File: config.mk
export PLATFORM = sky130hd
export DESIGN_NAME = speed_uart_tx
export DESIGN_NICKNAME = d
export VERILOG_FILES = /design/src/rtl/speed_uart_tx.sv
export SDC_FILE = /design/constraint.sdc
export NUM_CORES = 1
export LEC_CHECK = 0
export CAP_MARGIN = 20
export CELL_PAD_IN_SITES_DETAIL_PLACEMENT = 0
export CELL_PAD_IN_SITES_GLOBAL_PLACEMENT = 1
export CORE_ASPECT_RATIO = 1.2
export CORE_MARGIN = 2
export CORE_UTILIZATION = 42
export CTS_CLUSTER_DIAMETER = 30
export DETAILED_ROUTE_END_ITERATION = 8
export GPL_TIMING_DRIVEN = 0
export PLACE_DENSITY_LB_ADDON = 0.1
export SYNTH_ARGS = -nofsm -noshare
export SYNTH_HDL_FRONTEND = slang
export SYNTH_SLANG_ARGS = --single-unit
File: constraint.sdc
create_clock -name clk -period 2.98 [get_ports clk]
set_input_delay 0.447 -clock clk [delete_from_list [all_inputs] [get_ports clk]]
set_output_delay 0.447 -clock clk [all_outputs]
set_load 0.02 [all_outputs]
File: src/rtl/speed_uart_tx.sv
// Byte-serial UART transmitter (8N1 by default) with a valid/ready byte handshake,
// plus the speed-code to ASCII digit mapper. Define SPEED_UART_TX_PARITY_EN for 8E1 framing.
module speed_uart_tx #(
    parameter int CLKS_PER_BIT = 434,
    parameter int BITS_N       = 8
) (
    input  logic              clk,
    input  logic              rst,
    input  logic [BITS_N-1:0] data_tx,
    input  logic              valid,
    output logic              ready,
    output logic              uart_out,
    input  logic [2:0]        speed,
    output logic [7:0]        ascii_speed
);

    localparam int CW = $clog2(CLKS_PER_BIT);
    localparam int BW = $clog2(BITS_N + 1);
    localparam logic [CW-1:0] CLK_LAST = CW'(CLKS_PER_BIT - 1);
    localparam logic [BW-1:0] BIT_LAST = BW'(BITS_N - 1);

    typedef enum logic [2:0] {
        S_IDLE,
        S_START,
        S_DATA,
        S_PARITY,
        S_STOP
    } state_t;

    state_t            state;
    logic [CW-1:0]     clk_cnt;
    logic [BW-1:0]     bit_cnt;
    logic [BITS_N-1:0] shift_reg;
`ifdef SPEED_UART_TX_PARITY_EN
    logic              parity_bit;
`endif

    // Handshake: a byte transfers on any rising edge where valid && ready; ready is
    // high only in IDLE, so valid while busy is ignored and nothing is queued.
    always_ff @(posedge clk) begin
        if (rst) begin
            state     <= S_IDLE;
            uart_out  <= 1'b1;
            ready     <= 1'b1;
            clk_cnt   <= '0;
            bit_cnt   <= '0;
            shift_reg <= '0;
`ifdef SPEED_UART_TX_PARITY_EN
            parity_bit <= 1'b0;
`endif
        end else begin
            case (state)
                S_IDLE: begin
                    uart_out <= 1'b1;
                    ready    <= 1'b1;
                    clk_cnt  <= '0;
                    bit_cnt  <= '0;
                    if (valid && ready) begin
                        shift_reg <= data_tx;
`ifdef SPEED_UART_TX_PARITY_EN
                        parity_bit <= ^data_tx;
`endif
                        state    <= S_START;
                        uart_out <= 1'b0;
                        ready    <= 1'b0;
                    end
                end
                S_START: begin
                    if (clk_cnt == CLK_LAST) begin
                        clk_cnt   <= '0;
                        state     <= S_DATA;
                        uart_out  <= shift_reg[0];
                        shift_reg <= shift_reg >> 1;
                    end else begin
                        clk_cnt <= clk_cnt + CW'(1);
                    end
                end
                S_DATA: begin
                    if (clk_cnt == CLK_LAST) begin
                        clk_cnt <= '0;
                        if (bit_cnt == BIT_LAST) begin
                            bit_cnt <= '0;
`ifdef SPEED_UART_TX_PARITY_EN
                            state    <= S_PARITY;
                            uart_out <= parity_bit;
`else
                            state    <= S_STOP;
                            uart_out <= 1'b1;
`endif
                        end else begin
                            bit_cnt   <= bit_cnt + BW'(1);
                            uart_out  <= shift_reg[0];
                            shift_reg <= shift_reg >> 1;
                        end
                    end else begin
                        clk_cnt <= clk_cnt + CW'(1);
                    end
                end
`ifdef SPEED_UART_TX_PARITY_EN
                S_PARITY: begin
                    if (clk_cnt == CLK_LAST) begin
                        clk_cnt  <= '0;
                        state    <= S_STOP;
                        uart_out <= 1'b1;
                    end else begin
                        clk_cnt <= clk_cnt + CW'(1);
                    end
                end
`endif
                S_STOP: begin
                    // ready rises on the edge that ends the stop bit, giving a 1-clock idle gap
                    if (clk_cnt == CLK_LAST) begin
                        clk_cnt  <= '0;
                        state    <= S_IDLE;
                        ready    <= 1'b1;
                        uart_out <= 1'b1;
                    end else begin
                        clk_cnt <= clk_cnt + CW'(1);
                    end
                end
                default: begin
                    state    <= S_IDLE;
                    ready    <= 1'b1;
                    uart_out <= 1'b1;
                    clk_cnt  <= '0;
                    bit_cnt  <= '0;
                end
            endcase
        end
    end

    assign ascii_speed = 8'h30 + {5'b00000, speed};

endmodule

==> reports/qor.csv <==
stage,metric,value,unit
cells_and_area,post-route cell area,1660,um^2
status,status,finished clean,
critical_path,Critical Path Sink Type,flop,
global_route,Total GRT Usage,0.172,
critical_path,Reg2Reg Setup Slack,910,ps
synthesis,register area share after synthesis,0.373,
timing,setup TNS,0,ps
critical_path,critical path peak fanout,10,
routing,Routed met3 length,134,um
routing,DRT Pass-1 Iters,4,
placement,# port buffers,15,
timing,final worst path period share,0.693,
timing,Fin. Hold Viols,0,
power_and_ir_drop,Flop pwr share,0.346,
min_path,Hold Crit Class,flop to flop,
critical_path,crit path kind,flop to flop,
routing,vias per inst,5.67,
clocking,Clock Path Buffers,2,
floorplan,Die Ht,67.2,um
floorplan,Core Area,3110,um^2
cells_and_area,n_diodes,0,
floorplan,Initial Util,0.449,
global_route,antenna violations before repair,0,
critical_path,Worst path max stage delay,600,ps
clocking,clk_lat worst skew,330,ps
routing,initial DRC count,31,
synthesis,Simple-Gate Fraction of Synth Area,0.198,
job,max_cap viols,0,
cells_and_area,Area Overhead vs Synth,18.5,%
critical_path,Setup crit start kind,flop,
power_and_ir_drop,Max rail drop VDD,413,uV
synthesis,Post-Synth Adder-Cell Area,0.0269,
synthesis,post-synth cell types,45,
routing,DRT Wirelength,3030,um
timing,Slew Limit Fails,0,
global_route,first-pass GRT wire length,5160,um
clocking,cts bufs inserted,3,
routing,top sig layer,met4,
routing,met1 wire length,1420,um
floorplan,die outline area,3800,um^2
clocking,CTS tree,yes,
clocking,CTS root buf,clkbuf_4,
synthesis,largest family of logic cells by synthesized area,compound AO/OA/AOI/OAI gates,
synthesis,xor/xnor share of the synthesized area,0.0565,
critical_path,"Cell Chain, Critical Path",buf_2 -> xnor2_1 -> a211oi_1 -> nor2_1 -> a311oi_1,
timing,Max Freq,484,MHz
global_route,largest net degree at the start of global routing,16,
floorplan,DIE WIDTH,56.6,um
routing,met2 wire len,1440,um
routing,# DRC,0,
synthesis,post-synthesis compound-gate area fraction,0.249,
floorplan,# IOs,24,
placement,DP Area,1600,um^2
cells_and_area,share of post-route cells with drive strength above 1,0.123,
critical_path,Worst path slowest cell,xnor2_1,
critical_path,Critical Path AT,2270,ps
timing,setup ws final,914,ps
power_and_ir_drop,P_int,806,uW
synthesis,asr flop ratio synth,0,
synthesis,Synth warnings,0,
clocking,CTS Sinks,26,
clocking,H-tree depth,1,
power_and_ir_drop,Switch Pwr,543,uW
timing,Slew Limit Headroom,0.511,
routing,Post-DRT Antenna Nets,0,
clocking,Worst-path clk slew,150,ps
power_and_ir_drop,Lkg Pwr,0.000583,uW
synthesis,mux cell area share after synthesis,0.0143,
timing,RSZ-0062 raised after global routing,no,
clocking,hold buffer count at cts,0,
power_and_ir_drop,Net Sw Frac,0.403,
synthesis,Most used DFF post-synth,dfxtp_1,
timing,Worst Skew,7.79,ps
cells_and_area,Final nets,197,
power_and_ir_drop,Clock Power Share,0.185,
synthesis,Avg Inst Size Synth,8.89,um^2
global_route,number of global-route vias before repair,1167,
power_and_ir_drop,Comb power frac,0.469,
timing,Setup-failing EPs final,0,
cells_and_area,fin util,0.532,
global_route,GRT overflow,0,
timing,Tmin final,2070,ps
critical_path,required time worst endpoint,3180,ps
synthesis,Post-synth EDFFs,0,
clocking,Resize count post-CTS,0,
floorplan,FP Rows,22,
clocking,"Setup Fix Bufs, Post-CTS",0,
placement,routability congestion estimate from global placement,0.803,
routing,routed via count,1218,
placement,worst slack at placement,688,ps
timing,Least-Margin Pin Slew,728,ps
power_and_ir_drop,pwr dens,815,nW/um^2
synthesis,#FFs+latches synth,26,
synthesis,Synth Instances,157,
synthesis,cell area after synthesis,1400,um^2
placement,DP Wirelength,2200,um
cells_and_area,max FFs per register,9,
routing,WL/cell,14.1,um
## power by group through the flow
stage,combinational [uW],clock (uW),sequential [uW]
floorplan,464,0,477
global placement,614,0,473
detailed placement,629,0,476
CTS,632,254,468
global route,702,265,476
finish,633,250,467
## cell type report
cell class | instances | area (um^2)
Buffer | 13 | 88.8
Clock buffer | 3 | 22.5
Tap cell | 36 | 45.0
Fill cell | 298 | 1460
Multi-Input combinational cell | 116 | 779
Clock inverter | 1 | 30.0
Timing Repair Buffer | 15 | 150
Sequential cell | 26 | 520
Inverter | 5 | 18.8
## synthesized netlist by cell type, types with 2 or more instances
library cell,n,area [um^2]
xnor2_1,7,61.3
a311oi_1,7,61.3
clkbuf_1,2,7.51
dfxtp_1,26,521
mux2i_1,2,20.0
a211oi_1,2,15.0
inv_1,5,18.8
o21ai_0,11,55.1
a2111oi_0,2,17.5
a21oi_1,11,55.1
nor3_1,3,15.0
nand2_1,12,45.0
ha_1,3,37.5
nand3_1,7,35.0
conb_1,2,7.51
nor2_1,13,48.8
buf_2,2,10.0
or4b_1,2,20.0
nand3b_1,2,15.0
xor2_1,2,17.5
nand2b_1,2,12.5
buf_4,8,60.1
and4b_1,2,20.0
## per-stage QoR
stage | instances | hold WS (ps) | total power (uW)
after global placement | 211 | 457 | 1090
after CTS | 215 | 490 | 1350
after floorplan | 160 | 441 | 941
after global routing | 215 | 507 | 1440
final | 215 | 492 | 1350
after detailed placement | 211 | 466 | 1100
## cell families (layout without fill, tap and decap cells)
kind of cell	count (synthesis)	in the layout
and+or+nand+nor	51	51
AOI/OAI and AO/OA	46	46
DFF	26	26
buffers and inverters	18	37
xor gates and xnor gates	9	9
adders and majority gates	3	3
other	2	5
muxes	2	2
## cells in the final DEF (no fill, tap or decap), types with 7 or more instances in the layout
master / count
nand2_1: 12
dfxtp_1: 26
a311oi_1: 7
a21oi_1: 11
o21ai_0: 11
buf_4: 8
nor2_1: 13
clkdlybuf4s50_1: 15
xnor2_1: 7
nand3_1: 7
## path summary, 6_finish.rpt
| kind | cells after the start | end | from |
|---|---|---|---|
| hold / removal | 2 | shift_reg[7] | shift_reg[7] |
| hold reg to reg | 2 | shift_reg[7] | shift_reg[7] |
| setup reg to reg | 5 | shift_reg[2] | state[1] |
| setup / recovery | 5 | shift_reg[2] | state[1] |
## worst max-delay path: cells and delay by family (launching register included)
family | cells | cell delay [ps]
and+or+nand+nor | 1 | 430
DFF | 1 | 360
AOI/OAI and AO/OA | 2 | 340
buffers and inverters | 1 | 200
xor gates and xnor gates | 1 | 600
## per-layer routing
metal,global-route usage,vias to the layer above
met5,0,-
met4,0.0863,0
met3,0.0249,4
met2,0.289,37
met1,0.216,569
li1,-,608
Note: power is estimated with default switching activity, not from simulation.
